### src/rtl/gray_decode_scheduler_if.sv
// Request/response bundle for the shared gray-to-binary decoder.
// The master side owns the requests and out_ready. The slave side is the scheduler.
interface gray_decode_scheduler_if #(
  parameter int N   = 5,
  parameter int NCH = 4,
  parameter int IDW = 2
);
  logic [NCH-1:0]   req_valid;
  logic [NCH*N-1:0] req_gray;
  logic [NCH-1:0]   req_ready;
  logic             out_valid;
  logic             out_ready;
  logic [N-1:0]     out_bin;
  logic [IDW-1:0]   out_ch;
  logic             out_step_err;

  modport master (
    output req_valid, req_gray, out_ready,
    input  req_ready, out_valid, out_bin, out_ch, out_step_err
  );

  modport slave (
    input  req_valid, req_gray, out_ready,
    output req_ready, out_valid, out_bin, out_ch, out_step_err
  );
endinterface

### src/rtl/gray_decode_scheduler.sv
// Round-robin scheduler feeding one two-stage gray-to-binary decoder.
// It also flags any per-channel sample that moves more than one gray step.
module gray_decode_scheduler #(
  parameter int N   = 5,
  parameter int NCH = 4,
  parameter int IDW = 2
) (
  input logic               clk,
  input logic               reset,
  gray_decode_scheduler_if.slave bus
);

  // S1 stage: the accepted word, not yet decoded
  logic           s1_v;
  logic [N-1:0]   s1_gray;
  logic [IDW-1:0] s1_ch;
  logic           s1_err;

  // S2 stage: the output register
  logic           s2_v;
  logic [N-1:0]   s2_bin;
  logic [IDW-1:0] s2_ch;
  logic           s2_err;

  // Per-channel history and arbiter pointer
  logic [N-1:0]   last_gray [NCH];
  logic [NCH-1:0] seen;
  logic [IDW-1:0] rr_ptr;

  logic           s2_load;
  logic           s1_free;
  logic           grant;
  logic [IDW-1:0] grant_ch;
  logic [NCH-1:0] ready;
  logic [N-1:0]   grant_gray;
  logic [N-1:0]   step_d;
  logic           grant_err;

  function automatic logic [N-1:0] g2b(input logic [N-1:0] g);
    logic [N-1:0] b;
    b[N-1] = g[N-1];
    for (int i = N - 2; i >= 0; i--) b[i] = b[i+1] ^ g[i];
    return b;
  endfunction

  function automatic logic [IDW-1:0] rr_next(input logic [IDW-1:0] p, input int k);
    int s;
    s = (int'(p) + k) % NCH;
    return IDW'(s);
  endfunction

  assign s2_load = s1_v & (~s2_v | bus.out_ready);
  assign s1_free = ~s1_v | s2_load;

  // NOTE: every signal written in always_comb gets a default first, so no latch is inferred.
  always_comb begin
    grant    = 1'b0;
    grant_ch = '0;
    for (int k = 1; k <= NCH; k++) begin
      if (!grant && bus.req_valid[rr_next(rr_ptr, k)]) begin
        grant    = 1'b1;
        grant_ch = rr_next(rr_ptr, k);
      end
    end
    grant = grant & s1_free;
  end

  always_comb begin
    ready = '0;
    if (grant) ready[grant_ch] = 1'b1;
  end

  assign grant_gray = bus.req_gray[int'(grant_ch)*N +: N];
  assign step_d     = grant_gray ^ last_gray[grant_ch];
  // A repeat or a single-bit change is legal. d & (d-1) is nonzero only when two or more bits differ.
  assign grant_err  = seen[grant_ch] & (|(step_d & (step_d - N'(1))));

  // NOTE: sequential state uses non-blocking assignments only, so every flop samples pre-edge values.
  always_ff @(posedge clk) begin
    if (reset) begin
      s1_v    <= 1'b0;
      s1_gray <= '0;
      s1_ch   <= '0;
      s1_err  <= 1'b0;
      s2_v    <= 1'b0;
      s2_bin  <= '0;
      s2_ch   <= '0;
      s2_err  <= 1'b0;
      seen    <= '0;
      rr_ptr  <= IDW'(NCH - 1);
      // NOTE: the history array is small and feeds the step check, so it is cleared by reset.
      for (int i = 0; i < NCH; i++) last_gray[i] <= '0;
    end else begin
      s1_v <= grant | (s1_v & ~s2_load);
      if (grant) begin
        s1_gray             <= grant_gray;
        s1_ch               <= grant_ch;
        s1_err              <= grant_err;
        last_gray[grant_ch] <= grant_gray;
        seen[grant_ch]      <= 1'b1;
        rr_ptr              <= grant_ch;
      end
      s2_v <= s2_load | (s2_v & ~bus.out_ready);
      if (s2_load) begin
        s2_bin <= g2b(s1_gray);
        s2_ch  <= s1_ch;
        s2_err <= s1_err;
      end
    end
  end

  assign bus.req_ready    = ready;
  assign bus.out_valid    = s2_v;
  assign bus.out_bin      = s2_bin;
  assign bus.out_ch       = s2_ch;
  assign bus.out_step_err = s2_err;

endmodule

### src/flat_wrapper.sv
// flat-port wrapper written by rule: the top's interface ports become plain ports
module gray_decode_scheduler_flat 
#(
  parameter int N   = 5,
  parameter int NCH = 4,
  parameter int IDW = 2
)
  (clk, reset, bus_req_valid, bus_req_gray, bus_out_ready, bus_req_ready, bus_out_valid, bus_out_bin, bus_out_ch, bus_out_step_err);
  gray_decode_scheduler_if #(.N(N), .NCH(NCH), .IDW(IDW)) bus_i ();
  input logic clk;
  input logic reset;
  input wire logic [$bits(bus_i.req_valid)-1:0] bus_req_valid;
  input wire logic [$bits(bus_i.req_gray)-1:0] bus_req_gray;
  input wire logic [$bits(bus_i.out_ready)-1:0] bus_out_ready;
  output wire logic [$bits(bus_i.req_ready)-1:0] bus_req_ready;
  output wire logic [$bits(bus_i.out_valid)-1:0] bus_out_valid;
  output wire logic [$bits(bus_i.out_bin)-1:0] bus_out_bin;
  output wire logic [$bits(bus_i.out_ch)-1:0] bus_out_ch;
  output wire logic [$bits(bus_i.out_step_err)-1:0] bus_out_step_err;
  assign bus_i.req_valid = bus_req_valid;
  assign bus_i.req_gray = bus_req_gray;
  assign bus_i.out_ready = bus_out_ready;
  assign bus_req_ready = bus_i.req_ready;
  assign bus_out_valid = bus_i.out_valid;
  assign bus_out_bin = bus_i.out_bin;
  assign bus_out_ch = bus_i.out_ch;
  assign bus_out_step_err = bus_i.out_step_err;
  gray_decode_scheduler #(.N(N), .NCH(NCH), .IDW(IDW)) u_core (.clk(clk), .reset(reset), .bus(bus_i));
endmodule
### config.mk
export PLATFORM = sky130hd
export DESIGN_NAME = gray_decode_scheduler_flat
export DESIGN_NICKNAME = d
export VERILOG_FILES = /design/src/rtl/gray_decode_scheduler_if.sv /design/src/rtl/gray_decode_scheduler.sv /design/src/flat_wrapper.sv
export SDC_FILE = /design/constraint.sdc
export NUM_CORES = 1
export LEC_CHECK = 0
export CAP_MARGIN = 10
export CORE_ASPECT_RATIO = 0.5
export CORE_MARGIN = 2
export CORE_UTILIZATION = 40
export DETAILED_ROUTE_END_ITERATION = 12
export GPL_ROUTABILITY_DRIVEN = 0
export MAX_ROUTING_LAYER = met4
export SYNTH_ARGS = -nofsm -noshare
export SYNTH_HDL_FRONTEND = slang
export SYNTH_SLANG_ARGS = --single-unit
export TNS_END_PERCENT = 1
### constraint.sdc
create_clock -name clk -period 5.3 [get_ports clk]
set_clock_uncertainty 0.1 [all_clocks]
set_input_delay 1.06 -clock clk [delete_from_list [all_inputs] [get_ports clk]]
set_output_delay 1.06 -clock clk [all_outputs]
set_load 0.02 [all_outputs]
==> results.md <==
- Pwr dens: 347 nW/um2
- Unrepaired setup endpoints after global routing: false
- Global route total overflow: 0
- Largest fanout on the critical path: 10
- Count of clock tree sinks: 44
- Average footprint of a synthesized cell: 10.1 um2
- Count of final setup violators: 0
- Final hold vios: 0
- Adder-Cell Fraction of Synth Area: 0.420%
- Worst-Skew Late Latency: 280 ps
- Number of routed nets with antenna violations: 0
- Run status: finished with violations
- Proportion of layout cells with a drive suffix above 1: 9.45%
- Fraction of synthesized cell area taken by the top area cell type: 25.2%
- Top flip-flop cell by instance count after synthesis: dfxtp_1
- Number of antenna violations at the first check in global routing: 0
- Combinational family with the most area after synthesis: simple AND/OR/NAND/NOR gates
- Post-cts gate resize count: 0
- Detailed-route via count: 1743
- Total I/O pin count: 40
- Leakage Power: between 1 and 1.5 nW
- TritonCTS Buffers: 5
- Setup_tns: 0 ps
- Clock root buffer: clkbuf_16
- Chip height: 58.6 um
- CORE AREA: ~5600 um2
- WL final: 5.00 mm
- Violations in the final reports: DRC
- Crit share post-route: a little under nine tenths
- Net Count, Synth: approximately 260
- Sequential area share after synthesis: 45.4%
- Deepest clock path buffer count: 2
- Worst reg2reg setup slack: 2700 ps
- Cell type with the largest total area after synthesis: edfxtp_1
- Number of synthesized flops with an enable pin: 20
- Fraction of synthesized area in multiplexers: 8.88%
- XOR/XNOR share of the synthesized area: 8.82%
- Synth Instances: 235
- Number of diodes added for antenna fixing: 0
- DRC Markers: 2
- Library cell with the highest instance count after synthesis: nor2_1
- Async set or reset register ratio after synthesis: 0%
- Class of the worst hold path: flip-flop to flip-flop
- Total number of yosys warnings: 0
- Post-DR wirelength/cell: between 10 and 15 um
- Synth-to-layout area growth: 24.4%
- Effective utilization at floorplan: 42.5%
- First-pass GRT wire length: 8.03 mm
- Slew Viols, Final: 0
- Arrival time of data at the critical path endpoint: 3360 ps
- Post-layout minimum cycle time: 4520 ps
- Cell types occupying the most area after synthesis: edfxtp_1 25%, dfxtp_1 20%, mux2i_1 8.4%, xor2_1 7.0%, and2_1 5.8%
- Critical setup path kind: input pin to primary output
- Sort of element at the end of the critical path: primary output
- Number of max-cap violations: 0
- Commonest cells post-synth: 28 x nor2_1, 24 x dfxtp_1, 22 x and2_1
- Synthesized area: 2380 um2
- Number of nets in the finished design: 301
- Worst-case headroom to the max-slew limit: 47.8%
- Drt first-iter violations: 81
- Worst reg2reg path startpoint: u_core.rr_ptr[0]
- Port-buffer cells: 39
- Worst hold slack: approximately 370 ps
- CTS tree: yes
- Pin count of the biggest net entering global routing: 33
- Instance area at placement: 2810 um2
- Count of cell types in the netlist: 41
- IR drop worst, VDD: 0.152 mV
- Ratio of routed vias to standard cells: 5.01
- Number of hold-repair buffers added at the cts stage: 0
- Detailed-placement wirelength estimate: roughly 3.7 mm
- Startpoint class of the critical path: input pin
- Overall track demand over capacity in global routing: 16.4%
- Worst-path clk slew: 60 ps
- Cell area after layout: 2960 um2
- Setup Buffers After CTS: 0
- Data required time at the worst endpoint: 4140 ps
- Total of flip-flops plus latches after synthesis: 44
- Max Clock Freq: roughly 220 MHz
- Chip Width: 113 um
- Area share of and/or/nand/nor cells after synthesis: 19.7%
- Launch point of the critical path: bus_req_valid[3]
- Worst-margin pin slew: 776 ps
- Area of the die: 6630 um2
- Compound-Gate Fraction of Synth Area: 12.2%
- Startpoint of the worst hold path: u_core.s1_gray[2]
- H-tree level count: 2
- Detailed Routing Iterations Pass 1: 8
- Number of global-route vias before repair: between 1.5k and 2k
- Std-Cell Rows: 19
[power by group]
group          internal (mW)  total (mW)  switching (mW)
Clock                  0.203       0.326           0.124
Sequential             0.401       0.423          0.0222
Combinational          0.128       0.279           0.151
Total                  0.731        1.03           0.297
[through the flow]
step	setup WS [ps]	total power [mW]	util [%]	cells
after CTS	757	1.04	52.8	348
final	781	1.03	52.8	348
after detailed placement	762	0.708	50.0	340
after global placement	847	0.705	50.0	340
after global routing	567	1.08	52.8	348
after floorplan	1720	0.626	-	235
[cells by family after synthesis]
family,count (synthesis)
buffers and inverters,14
XOR/XNOR,24
multiplexers,21
AND/OR/NAND/NOR,89
adder cells (fa/ha/maj),1
flip-flops,44
AO/OA/AOI/OAI,42
[layer usage]
metal  global-route usage (%)  part of all wire [%]  vias to the layer above
met5                        -                     0                        -
met4                     4.18                  0.28                        0
met3                     3.91                   5.1                        2
met2                     24.2                    44                       36
met1                     22.8                    51                      820
li1                         -                     -                      885
[final cells by class]
| type | count | area, um2 |
|---|---|---|
| fill | 537 | 2650 |
| tap | 73 | 91.3 |
| timing repair buffer | 43 | 420 |
| clock buffer | 7 | 154 |
| clock inverter | 1 | 5.00 |
| sequential | 44 | 1080 |
| inverter | 3 | 11.3 |
| multi-input combinational | 177 | 1200 |
[critical path, cell delays in order]
cell             delay, ps
clkdlybuf4s50_1        540
nor4_1                 100
a21oi_1                510
and2_1                 280
nor2b_1                230
clkdlybuf4s50_1        640
[sequential cells by signal (all words and copies together) (netlist names)]
name / count
u_core.bus.out_ch: 2
u_core.s1_err: 1
u_core.seen: 4
u_core.bus.out_bin: 5
u_core.bus.out_step_err: 1
u_core.last_gray: 20
u_core.s1_ch: 2
u_core.bus.out_valid: 1
u_core.s1_gray: 5
u_core.s1_v: 1
u_core.rr_ptr: 2
[path summary, 6_finish.rpt]
kind                       end  cells past startpoint
max           bus_req_ready[3]                      6
min          u_core.s1_gray[2]                      2
max reg2reg      u_core.s1_err                      8
min reg2reg  u_core.s1_gray[2]                      2
[cells in the final DEF (no fill, tap or decap), types with 13 or more instances in the layout]
cell / n
nand2_1: 13
a21oi_1: 21
dfxtp_1: 24
xor2_1: 19
nor2_1: 28
mux2i_1: 20
edfxtp_1: 20
clkdlybuf4s50_1: 39
and2_1: 22
(Power assumes the default switching activity.)
